--- src/rtl/app_mac_signed.sv ---
// app_mac_signed
// Sequential signed multiply-accumulate stage. Operand pairs arrive on a
// valid/ready handshake and go through the signed multiplier. The products
// are summed in a saturating accumulator, and one dot-product result is
// emitted per vector. A vector ends on in_last, or when LEN terms have been
// accumulated.
//
// Build option:
//   APP_MAC_EXACT_EN  defined   -> exact signed A*B (golden model)
//                     undefined -> approximate app_mult_signed<W1>x<W2>
//
// Ports:
//   clk, rst                 clock, asynchronous active-high reset
//   in_valid/in_ready        operand handshake; A, B signed operands, in_last
//   out_valid/out_ready      result handshake
//   acc_out                  signed dot-product result (ACC_W)
//   out_count                number of terms accumulated
//   overflow                 saturation occurred at least once in this vector

`ifndef APP_MAC_EXACT_EN
// Local behavioural stand-in for the approximate 8x8 signed multiplier.
// The two least significant product columns are dropped, so the product is
// the exact product rounded toward minus infinity to a multiple of 4.
module app_mult_signed8x8 (
  input  logic        [7:0]  A,
  input  logic        [7:0]  B,
  input  logic               cin,
  output logic signed [15:0] sum
);
  logic [15:0] full;

  assign full = $signed({{8{A[7]}}, A}) * $signed({{8{B[7]}}, B});
  assign sum  = $signed((full & 16'hFFFC) + {15'd0, cin});
endmodule
`endif

module app_mac_signed #(
  parameter int WIDTH1 = 8,
  parameter int WIDTH2 = 8,
  parameter int ACC_W  = 24,
  parameter int LEN    = 16,
  localparam int CW    = $clog2(LEN + 1)
) (
  input  logic                    clk,
  input  logic                    rst,
  input  logic                    in_valid,
  output logic                    in_ready,
  input  logic        [WIDTH1-1:0] A,
  input  logic        [WIDTH2-1:0] B,
  input  logic                    in_last,
  output logic                    out_valid,
  input  logic                    out_ready,
  output logic signed [ACC_W-1:0] acc_out,
  output logic        [CW-1:0]    out_count,
  output logic                    overflow
);

  localparam int PW = WIDTH1 + WIDTH2;

  typedef enum logic {S_ACC = 1'b0, S_DONE = 1'b1} state_t;

  state_t                   state;
  logic signed [WIDTH1-1:0] a_p0;
  logic signed [WIDTH2-1:0] b_p0;
  logic                     last_p0;
  logic                     vld_p0;
  logic signed [ACC_W-1:0]  acc_p1;
  logic        [CW-1:0]     cnt_p1;
  logic                     ovf_p1;

  logic                     in_fire;
  logic                     close_p0;
  logic signed [PW-1:0]     prod_p0;
  logic signed [ACC_W:0]    sum_p0;
  logic                     sat_p0;

  // Clamp a one-bit-wider sum back to the accumulator range.
  function automatic logic signed [ACC_W-1:0] sat_acc(input logic signed [ACC_W:0] v);
    if (v[ACC_W] != v[ACC_W-1])
      sat_acc = v[ACC_W] ? {1'b1, {(ACC_W-1){1'b0}}} : {1'b0, {(ACC_W-1){1'b1}}};
    else
      sat_acc = v[ACC_W-1:0];
  endfunction

  // The staged term closes the vector if it is marked last or fills LEN.
  assign close_p0 = last_p0 || (cnt_p1 == CW'(LEN - 1));
  // A closing term in flight blocks input so nothing lands behind it.
  assign in_ready = !rst && (state == S_ACC) && !(vld_p0 && close_p0);
  assign in_fire  = in_valid && in_ready;

`ifdef APP_MAC_EXACT_EN
  assign prod_p0 = PW'(a_p0) * PW'(b_p0);
`else
  generate
    if (WIDTH1 == 8 && WIDTH2 == 8) begin : g_fasm
      app_mult_signed8x8 u_mult (
        .A   (a_p0),
        .B   (b_p0),
        .cin (1'b0),
        .sum (prod_p0)
      );
    end else begin : g_trunc
      logic signed [PW-1:0] full_g;
      assign full_g  = PW'(a_p0) * PW'(b_p0);
      assign prod_p0 = full_g & {{(PW-2){1'b1}}, 2'b00};
    end
  endgenerate
`endif

  assign sum_p0 = (ACC_W+1)'(acc_p1) + (ACC_W+1)'(prod_p0);
  assign sat_p0 = sum_p0[ACC_W] ^ sum_p0[ACC_W-1];

  // ---- stage p0: operand capture ----
  always_ff @(posedge clk or posedge rst) begin
    if (rst) begin
      a_p0    <= '0;
      b_p0    <= '0;
      last_p0 <= 1'b0;
      vld_p0  <= 1'b0;
    end else begin
      vld_p0 <= in_fire;
      if (in_fire) begin
        a_p0    <= A;
        b_p0    <= B;
        last_p0 <= in_last;
      end
    end
  end

  // ---- stage p1: saturating accumulate and result FSM ----
  always_ff @(posedge clk or posedge rst) begin
    if (rst) begin
      state     <= S_ACC;
      acc_p1    <= '0;
      cnt_p1    <= '0;
      ovf_p1    <= 1'b0;
      out_valid <= 1'b0;
    end else begin
      case (state)
        S_ACC: begin
          if (vld_p0) begin
            acc_p1 <= sat_acc(sum_p0);
            cnt_p1 <= cnt_p1 + CW'(1);
            if (sat_p0) ovf_p1 <= 1'b1;
            if (close_p0) begin
              state     <= S_DONE;
              out_valid <= 1'b1;
            end
          end
        end
        S_DONE: begin
          if (out_ready) begin
            acc_p1    <= '0;
            cnt_p1    <= '0;
            ovf_p1    <= 1'b0;
            out_valid <= 1'b0;
            state     <= S_ACC;
          end
        end
        default: state <= S_ACC;
      endcase
    end
  end

  assign acc_out   = acc_p1;
  assign out_count = cnt_p1;
  assign overflow  = ovf_p1;

endmodule
--- config.mk ---
export PLATFORM = sky130hd
export DESIGN_NAME = app_mac_signed
export DESIGN_NICKNAME = d
export VERILOG_FILES = /design/src/rtl/app_mac_signed.sv
export SDC_FILE = /design/constraint.sdc
export NUM_CORES = 1
export LEC_CHECK = 0
export BUFFER_PORTS_ARGS = -buffer_cell sky130_fd_sc_hd__buf_2
export CORE_ASPECT_RATIO = 1.25
export CORE_UTILIZATION = 50
export CTS_BUF_LIST = sky130_fd_sc_hd__clkbuf_8
export CTS_CLUSTER_DIAMETER = 150
export CTS_CLUSTER_SIZE = 24
export DETAILED_ROUTE_END_ITERATION = 8
export MAX_ROUTING_LAYER = met4
export PLACE_DENSITY = 0.75
export RECOVER_POWER = 50
export SLEW_MARGIN = 25
export SYNTH_ARGS = -nofsm -noshare
export SYNTH_HDL_FRONTEND = slang
export SYNTH_HIERARCHICAL = 1
export SYNTH_SLANG_ARGS = --single-unit
--- constraint.sdc ---
create_clock -name clk -period 18.3 [get_ports clk]
set_clock_uncertainty 0.2 [all_clocks]
set_input_delay 2.745 -clock clk [delete_from_list [all_inputs] [get_ports clk]]
set_output_delay 2.745 -clock clk [all_outputs]
set_load 0.1 [all_outputs]
==> qor.tcl, run 1 <==
set qor(outcome) {finished, violations left}
set qor(violations) {capacitance limit, slew limit}
set qor(die_w_um) 98.7
set qor(rsz0062_at_grt) {no}
set qor(tritoncts_clock_tree) {built}
set qor(numCtsBuffers) 5
set qor(fraction_of_layout_instances_using_a_drive_strength_above_1_pct) 11.0
set qor(antenna_found_initial) 0
set qor(hold_buf_count_cts) 0
set qor(synth.top_cells.by_area) {sky130_fd_sc_hd__dfrtp_1, sky130_fd_sc_hd__fa_1, sky130_fd_sc_hd__ha_1}
set qor(end_kind) {flip-flop}
set qor(ys_ff_latch) 50
set qor(synth.yosys.warnings) 6
set qor(netlist.top_cell.by_area) {sky130_fd_sc_hd__dfrtp_1}
set qor(routed_via_density) 5.70
set qor(critical_path_start_end_classification) {reg2reg}
set qor(critPathMaxFanout) 24
set qor(portBuffers) 52
set qor(wl_per_cell_um) 15.5
set qor(setup-violations-final) 0
set qor(syn2layout_area_growth_pct) 7.56
set qor(cts.path.max_buffers) 2
set qor(grt_max_degree) 51
set qor(synthesis.nets) 764
set qor(holdCritPathClass) {reg2reg}
set qor(cts_root_buffer) {sky130_fd_sc_hd__clkbuf_8}
set qor(drt_pass1_iterations) 5
set qor(max_cap_violations) 2
set qor(drv_slew) 77
set qor(worst_path_largest_cell_delay_ps) 750
set qor(fp.dieArea_um2) 12100
set qor(postSynth.asyncResetShare_pct) 100
set qor(timing.setup.tns_ps) 0
set qor(fin_crit_sh_pct) 40.7
set qor(arrival_time_worst_endpoint_ps) 7500
set qor(hpwlAfterDp_um) 9810
set qor(track_usage_pct) 22.9
set qor(totalWireLength_um) 12600
set qor(floorplan.core_area_um2) 11200
set qor(detail-route-antenna-nets) 0
set qor(path_clk_slew_ps) 100
set qor(floorplan.initialDensity_pct) 51.9
set qor(synth_seq_area_share_pct) 21.4
set qor(via_count_of_the_first_global_routing_pass) 4730
set qor(global_route_wire_length_before_repair_um) 21700
set qor(antenna_cells) 0
set qor(worstMarginPinSlew_ps) 2310
set qor(cts_htree_levels) 2
set qor(clock_sinks) 50
set qor(post_cts_resized) 0
set qor(post_synth.cell_area_avg_um2) 9.22
set qor(timing.critical_path.max_delay_family) {adder cells}
set qor(final_layout_net_count) 810
set qor(synth-edff-count) 0
set qor(drt_first_iter_violations) 241
set qor(insertion_delay_ps) 330
set qor(cpMaxStageDelayCell) {sky130_fd_sc_hd__mux2i_4}
set qor(synth_top_area_share_pct) 21.4
set qor(rows) 43
set qor(num_vias) 4645
set qor(postCtsSetupBuffers) 0
set qor(timing.critical_path.cells) {and2_1, fa_1, inv_1, fa_1, inv_1, fa_1, inv_1, fa_1, inv_1, ha_1, nand2_1, o21ai_0, o41ai_2, xnor2_1, ha_1, a21oi_1, o21ai_1, a211oi_2, nand3_2, a31oi_4, mux2i_4, a221o_1}
set qor(finalWeightedCongestion) 0.932
set qor(grt.overflow.total) 0
set qor(drc_violation_count_after_routing) 0
set qor(cp_data_required_time_ps) 18360
set qor(achievable-frequency_mhz) 134
set qor(path_buf_inv) 4
set qor(leading_register_cell_type_out_of_synthesis) {sky130_fd_sc_hd__dfrtp_1}
set qor(die_h_um) 123
set qor(timing.final.hold_violations) 0
set qor(yosysMostFrequentCell) {sky130_fd_sc_hd__inv_1}
set qor(synth_area_um2) 5840
set qor(distinct_cell_type_count_of_the_synthesized_netlist) 63
set qor(slew_headroom_pct) -54.7
set qor(minimum_period_implied_by_the_final_worst_setup_slack_ps) 7450
set qor(synthCells) 633
set qor(synth_commonest_cells) {sky130_fd_sc_hd__inv_1, sky130_fd_sc_hd__nand2_1, sky130_fd_sc_hd__fa_1}
set qor(boundaryPins) 53
set qor(critPathLaunchType) {flip-flop}
==> cell usage in the layout (no fill, tap or decap), types with 3 or more instances in the layout <==
cell type and instances:
sky130_fd_sc_hd__inv_1 90, sky130_fd_sc_hd__a21oi_2 4, sky130_fd_sc_hd__xor2_1 13, sky130_fd_sc_hd__nor2b_1 11, sky130_fd_sc_hd__fa_1 56, sky130_fd_sc_hd__a21oi_1 34
sky130_fd_sc_hd__o21a_1 3, sky130_fd_sc_hd__nand2b_1 6, sky130_fd_sc_hd__o22ai_1 4, sky130_fd_sc_hd__nand2_1 87, sky130_fd_sc_hd__clkbuf_1 11, sky130_fd_sc_hd__nand4_1 4
sky130_fd_sc_hd__nor2_1 18, sky130_fd_sc_hd__dfrtp_1 50, sky130_fd_sc_hd__buf_2 41, sky130_fd_sc_hd__xnor2_1 22, sky130_fd_sc_hd__a311oi_1 3, sky130_fd_sc_hd__o211ai_1 4
sky130_fd_sc_hd__a221o_1 24, sky130_fd_sc_hd__ha_1 54, sky130_fd_sc_hd__clkbuf_8 5, sky130_fd_sc_hd__and3_1 4, sky130_fd_sc_hd__and2_1 43, sky130_fd_sc_hd__o21ai_0 17
sky130_fd_sc_hd__nand3_1 5, sky130_fd_sc_hd__nor3_1 4, sky130_fd_sc_hd__a21o_1 12
==> sequential cells by signal, summed over array words and instances, names as in the netlist <==
register / count
state: 1
last_p0: 1
out_count: 5
out_valid: 1
b_p0: 8
a_p0: 8
overflow: 1
acc_out: 24
vld_p0: 1
==> per-stage QoR <==
| step | hold WS (ps) | setup slack [ps] | area [µm²] | utilization [%] | instances |
|---|---|---|---|---|---|
| 2_1_floorplan | 240 | 10370 | 5840 | - | 633 |
| 3_3_place_gp | 269 | 10930 | 6170 | 54.9 | 806 |
| 3_5_place_dp | 290 | 10760 | 6180 | 55.0 | 806 |
| 4_1_cts | 327 | 10680 | 6300 | 56.0 | 814 |
| 5_1_grt | 352 | 10520 | 6280 | 55.9 | 815 |
| 6_report | 324 | 10850 | 6280 | 55.9 | 815 |
==> logic make-up (layout without fill, tap and decap cells) <==
group                      Yosys count  after routing  synth area share [%]
muxes                                4              4                 0.921
DFF                                 50             50                  21.4
and+or+nand+nor                    194            194                  16.5
buffers and inverters              106            153                  7.61
other                                2              2                 0.129
adders and majority gates          110            110                  30.8
AOI/OAI and AO/OA                  132            132                  17.4
xor gates and xnor gates            35             35                  5.25
==> layer usage <==
metal	vias up	track usage [%]	share of wire (%)
met2	103	39.1	51
li1	2219	-	-
met5	-	-	0
met1	2299	28.5	44
met3	24	3.42	3.6
met4	0	6.25	1.9
==> worst reg2reg max path: cells and delay by family (launching register included) <==
kind | cells | cell delay [ps]
mux | 1 | 750
fa+ha+maj | 6 | 2950
xor+xnor | 1 | 730
flops | 1 | 470
compound gates | 7 | 1510
buf+inv | 4 | 290
simple gates | 3 | 470
==> area by class of cell <==
cell class	instances	area (µm²)
Fill cell	1002	4960
Sequential cell	50	1250
Timing Repair Buffer	53	258
Clock inverter	3	43.8
Inverter	92	347
Clock buffer	5	68.8
Tap cell	135	169
Multi-Input combinational cell	477	4140
==> worst paths after layout <==
check / startpoint / endpoint / slack (ps) / cells after the start
max in group asynchronous: rst / acc_out[19]$_DFFE_PP0P_ / 14040 / 2
max: a_p0[7]$_DFFE_PP0P_ / acc_out[21]$_DFFE_PP0P_ / 10850 / 22
min reg2reg: out_valid$_DFFE_PP0P_ / out_valid$_DFFE_PP0P_ / 320 / 2
min: out_valid$_DFFE_PP0P_ / out_valid$_DFFE_PP0P_ / 320 / 2
min in group asynchronous: rst / out_count[1]$_DFFE_PP0P_ / 2830 / 2
max reg2reg: a_p0[7]$_DFFE_PP0P_ / acc_out[21]$_DFFE_PP0P_ / 10850 / 22
Power of run 1 is not shown: default switching activity piles up to over one toggle a cycle in this logic, so the estimate is an artifact.
==> run 2, diff against run 1 <==
ABC_AREA = 1   (was unset)
PLACE_DENSITY = 0.74   (was 0.75)
clock period = 7.46 ns   (was 18.3 ns; I/O delays follow)
==> run 2 against run 1 <==
Effect of this change: the run still ends with capacitance limit, slew limit left; synthesized cell count rose by 49%; critical path depth rose by 10; sequential share of layout area fell by 2.0 points; flip-flop and latch count did not move; register-to-register slack got worse by 10000 ps; final area rose by 11%; die area rose by 11%; critical path type unchanged; critical endpoint is now acc_out[13]$_DFFE_PP0P_; highest routed layer unchanged.
==> qor.tcl, run 2 <==
set qor(synth.top_cells.by_area) {sky130_fd_sc_hd__dfrtp_1, sky130_fd_sc_hd__nand2_1, sky130_fd_sc_hd__fa_1}
set qor(detail-route-antenna-nets) 0
set qor(crit_top_cell) {sky130_fd_sc_hd__nand2_1}
set qor(holdCritPathClass) {reg2reg}
set qor(critical_path_start_end_classification) {reg2reg}
set qor(synthesis.nets) 1072
set qor(global_route_wire_length_before_repair_um) 26900
set qor(post_cts_resized) 0
set qor(track_usage_pct) 25.8
set qor(achievable-frequency_mhz) 151
set qor(hpwlAfterDp_um) 13000
set qor(timing.setup.tns_ps) 0
set qor(drt_pass1_iterations) 6
set qor(post_synth.cell_area_avg_um2) 6.91
set qor(yosysMostFrequentCell) {sky130_fd_sc_hd__nand2_1}
set qor(outcome) {finished, violations left}
set qor(final_cell_mix) {sky130_fd_sc_hd__nand2_1, sky130_fd_sc_hd__inv_1, sky130_fd_sc_hd__fa_1}
set qor(n_fill_cell) 1268
set qor(num_vias) 5673
set qor(portBuffers) 52
set qor(cts_root_buffer) {sky130_fd_sc_hd__clkbuf_8}
set qor(rows) 46
set qor(die_w_um) 104
set qor(fp.dieArea_um2) 13500
set qor(wl_per_cell_um) 13.5
set qor(slew_headroom_pct) -92.9
set qor(cts.path.max_buffers) 2
set qor(synth_top_area_share_pct) 19.3
set qor(met1Wirelength_um) 6430
set qor(synth_commonest_cells) {sky130_fd_sc_hd__nand2_1, sky130_fd_sc_hd__inv_1, sky130_fd_sc_hd__fa_1}
set qor(postCtsSetupBuffers) 0
set qor(rr_endpoint) {acc_out[13]$_DFFE_PP0P_}
set qor(rsz0062_at_grt) {no}
set qor(critical_r2r_launch) {b_p0[2]$_DFFE_PP0P_}
set qor(detailed_place.area_um2) 6890
set qor(synth_seq_area_share_pct) 19.3
set qor(floorplan.initialDensity_pct) 51.3
set qor(synth_area_um2) 6500
set qor(drc_violation_count_after_routing) 0
set qor(hold_path_end) {out_valid$_DFFE_PP0P_}
set qor(min_from) {state$_DFF_PP0_}
set qor(worst_path_largest_cell_delay_ps) 560
set qor(cell_depth_of_the_worst_min_delay_path) 1
set qor(totalWireLength_um) 15600
set qor(boundaryPins) 53
set qor(finalWeightedCongestion) 0.947
set qor(grt.overflow.total) 0
set qor(end_kind) {flip-flop}
set qor(critPathMaxFanout) 18
set qor(arrival_time_worst_endpoint_ps) 6620
set qor(routed.top_layer) {met4}
set qor(final_critical_path_setup_slack_ps) 850
set qor(r2r.worst_path.cells) 32
set qor(cpMaxStageDelayCell) {sky130_fd_sc_hd__fa_1}
set qor(tritoncts_clock_tree) {built}
set qor(violations) {capacitance limit, slew limit}
set qor(drv_slew) 78
set qor(max_cap_violations) 2
set qor(clock_sinks) 50
set qor(netlist.top_cell.by_area) {sky130_fd_sc_hd__dfrtp_1}
set qor(met2WireLength_um) 8180
set qor(insertion_delay_ps) 330
set qor(floorplan.core_area_um2) 12700
set qor(cts_htree_levels) 2
set qor(ys_ff_latch) 50
set qor(antenna_found_initial) 0
set qor(area_occupied_by_multi_input_gates_um2) 4390
set qor(cp_data_required_time_ps) 7470
set qor(worstMarginPinSlew_ps) 2890
set qor(postLayoutCellArea_um2) 6960
set qor(largest_reg_flops) 24
set qor(postSynth.asyncResetShare_pct) 100
set qor(synthCells) 941
set qor(fin_crit_sh_pct) 88.6
set qor(sequential_cell_area_um2) 1250
set qor(via_count_of_the_first_global_routing_pass) 5863
set qor(drt_first_iter_violations) 218
set qor(hold_slack_ps) 281
set qor(routed-wl-met3_um) 432
set qor(path_clk_slew_ps) 110
set qor(grt_max_degree) 51
set qor(syn2layout_area_growth_pct) 7.14
set qor(mostFrequentLayoutCell) {sky130_fd_sc_hd__nand2_1}
set qor(die_h_um) 129
set qor(reg2reg_setup_slack_ps) 850
set qor(antenna_cells) 0
set qor(setup-violations-final) 0
set qor(fraction_of_layout_instances_using_a_drive_strength_above_1_pct) 8.65
set qor(numCtsBuffers) 5
set qor(minimum_period_implied_by_the_final_worst_setup_slack_ps) 6610
set qor(final_layout_net_count) 1113
set qor(synth.yosys.warnings) 6
set qor(leading_register_cell_type_out_of_synthesis) {sky130_fd_sc_hd__dfrtp_1}
set qor(critPathLaunchType) {flip-flop}
set qor(routed_via_density) 4.93
set qor(hold_buf_count_cts) 0
set qor(timing.final.hold_violations) 0
set qor(distinct_cell_type_count_of_the_synthesized_netlist) 37
set qor(detailedPlace.worstSlack_ps) 863
set qor(synth-edff-count) 0
[run 2: changes by cell type in the layout (fill, tap and decap cells not counted), sizes merged, moves of 24 or more]
cell / change
and2: -41
nand3: +32
a221o: -24
nand2: +248
nor2: +32
inv: +108
[run 2: worst max path at each step]
stage	start	to	slack [ps]	cells past startpoint
after global routing	a_p0[7]$_DFFE_PP0P_	acc_out[13]$_DFFE_PP0P_	290	30
after detailed placement	b_p0[2]$_DFFE_PP0P_	acc_out[13]$_DFFE_PP0P_	860	32
final	b_p0[2]$_DFFE_PP0P_	acc_out[13]$_DFFE_PP0P_	850	32
after global placement	b_p0[2]$_DFFE_PP0P_	acc_out[13]$_DFFE_PP0P_	990	30
after CTS	b_p0[2]$_DFFE_PP0P_	acc_out[13]$_DFFE_PP0P_	830	32
after floorplan	a_p0[7]$_DFFE_PP0P_	acc_out[3]$_DFFE_PP0P_	1500	33
[run 2: metrics by stage]
stage / instances / util, %
floorplan: 941 / -
global placement: 1143 / 54.4
detailed placement: 1143 / 54.4
CTS: 1151 / 55.2
global route: 1151 / 55.0
finish: 1151 / 55.0
[run 2: cells by family (layout without fill, tap and decap cells)]
| family | count (synthesis) | after routing | share of synthesized area (%) |
|---|---|---|---|
| DFF | 50 | 50 | 19.3 |
| adders and majority gates | 110 | 110 | 27.6 |
| buffers and inverters | 220 | 262 | 13.1 |
| and+or+nand+nor | 453 | 453 | 29.5 |
| other | 2 | 2 | 0.116 |
| xor gates and xnor gates | 25 | 25 | 3.37 |
| AOI/OAI and AO/OA | 81 | 81 | 7.01 |
[run 2: cell type report]
| type | count | share of cell area (%) |
|---|---|---|
| Tap cell | 168 | 3.02 |
| Clock buffer | 5 | 0.988 |
| Clock inverter | 3 | 0.413 |
| Multi-Input combinational cell | 671 | 63.1 |
| Inverter | 199 | 10.7 |
| Sequential cell | 50 | 18.0 |
| Timing Repair Buffer | 55 | 3.79 |
[run 2: metal layers]
layer,track usage (%),vias up
met5,-,-
met4,11.4,0
met3,2.67,40
met2,48.5,108
met1,27.5,2601
li1,-,2924
[run 2: critical path, delay by kind of cell (launching register included)]
kind | cells | cell delay (ps)
adder cells (fa/ha/maj) | 6 | 2960
AND/OR/NAND/NOR | 18 | 2060
buffers and inverters | 7 | 560
flip-flops | 1 | 500
AO/OA/AOI/OAI | 1 | 190
Power of run 2 is left out for the same reason.
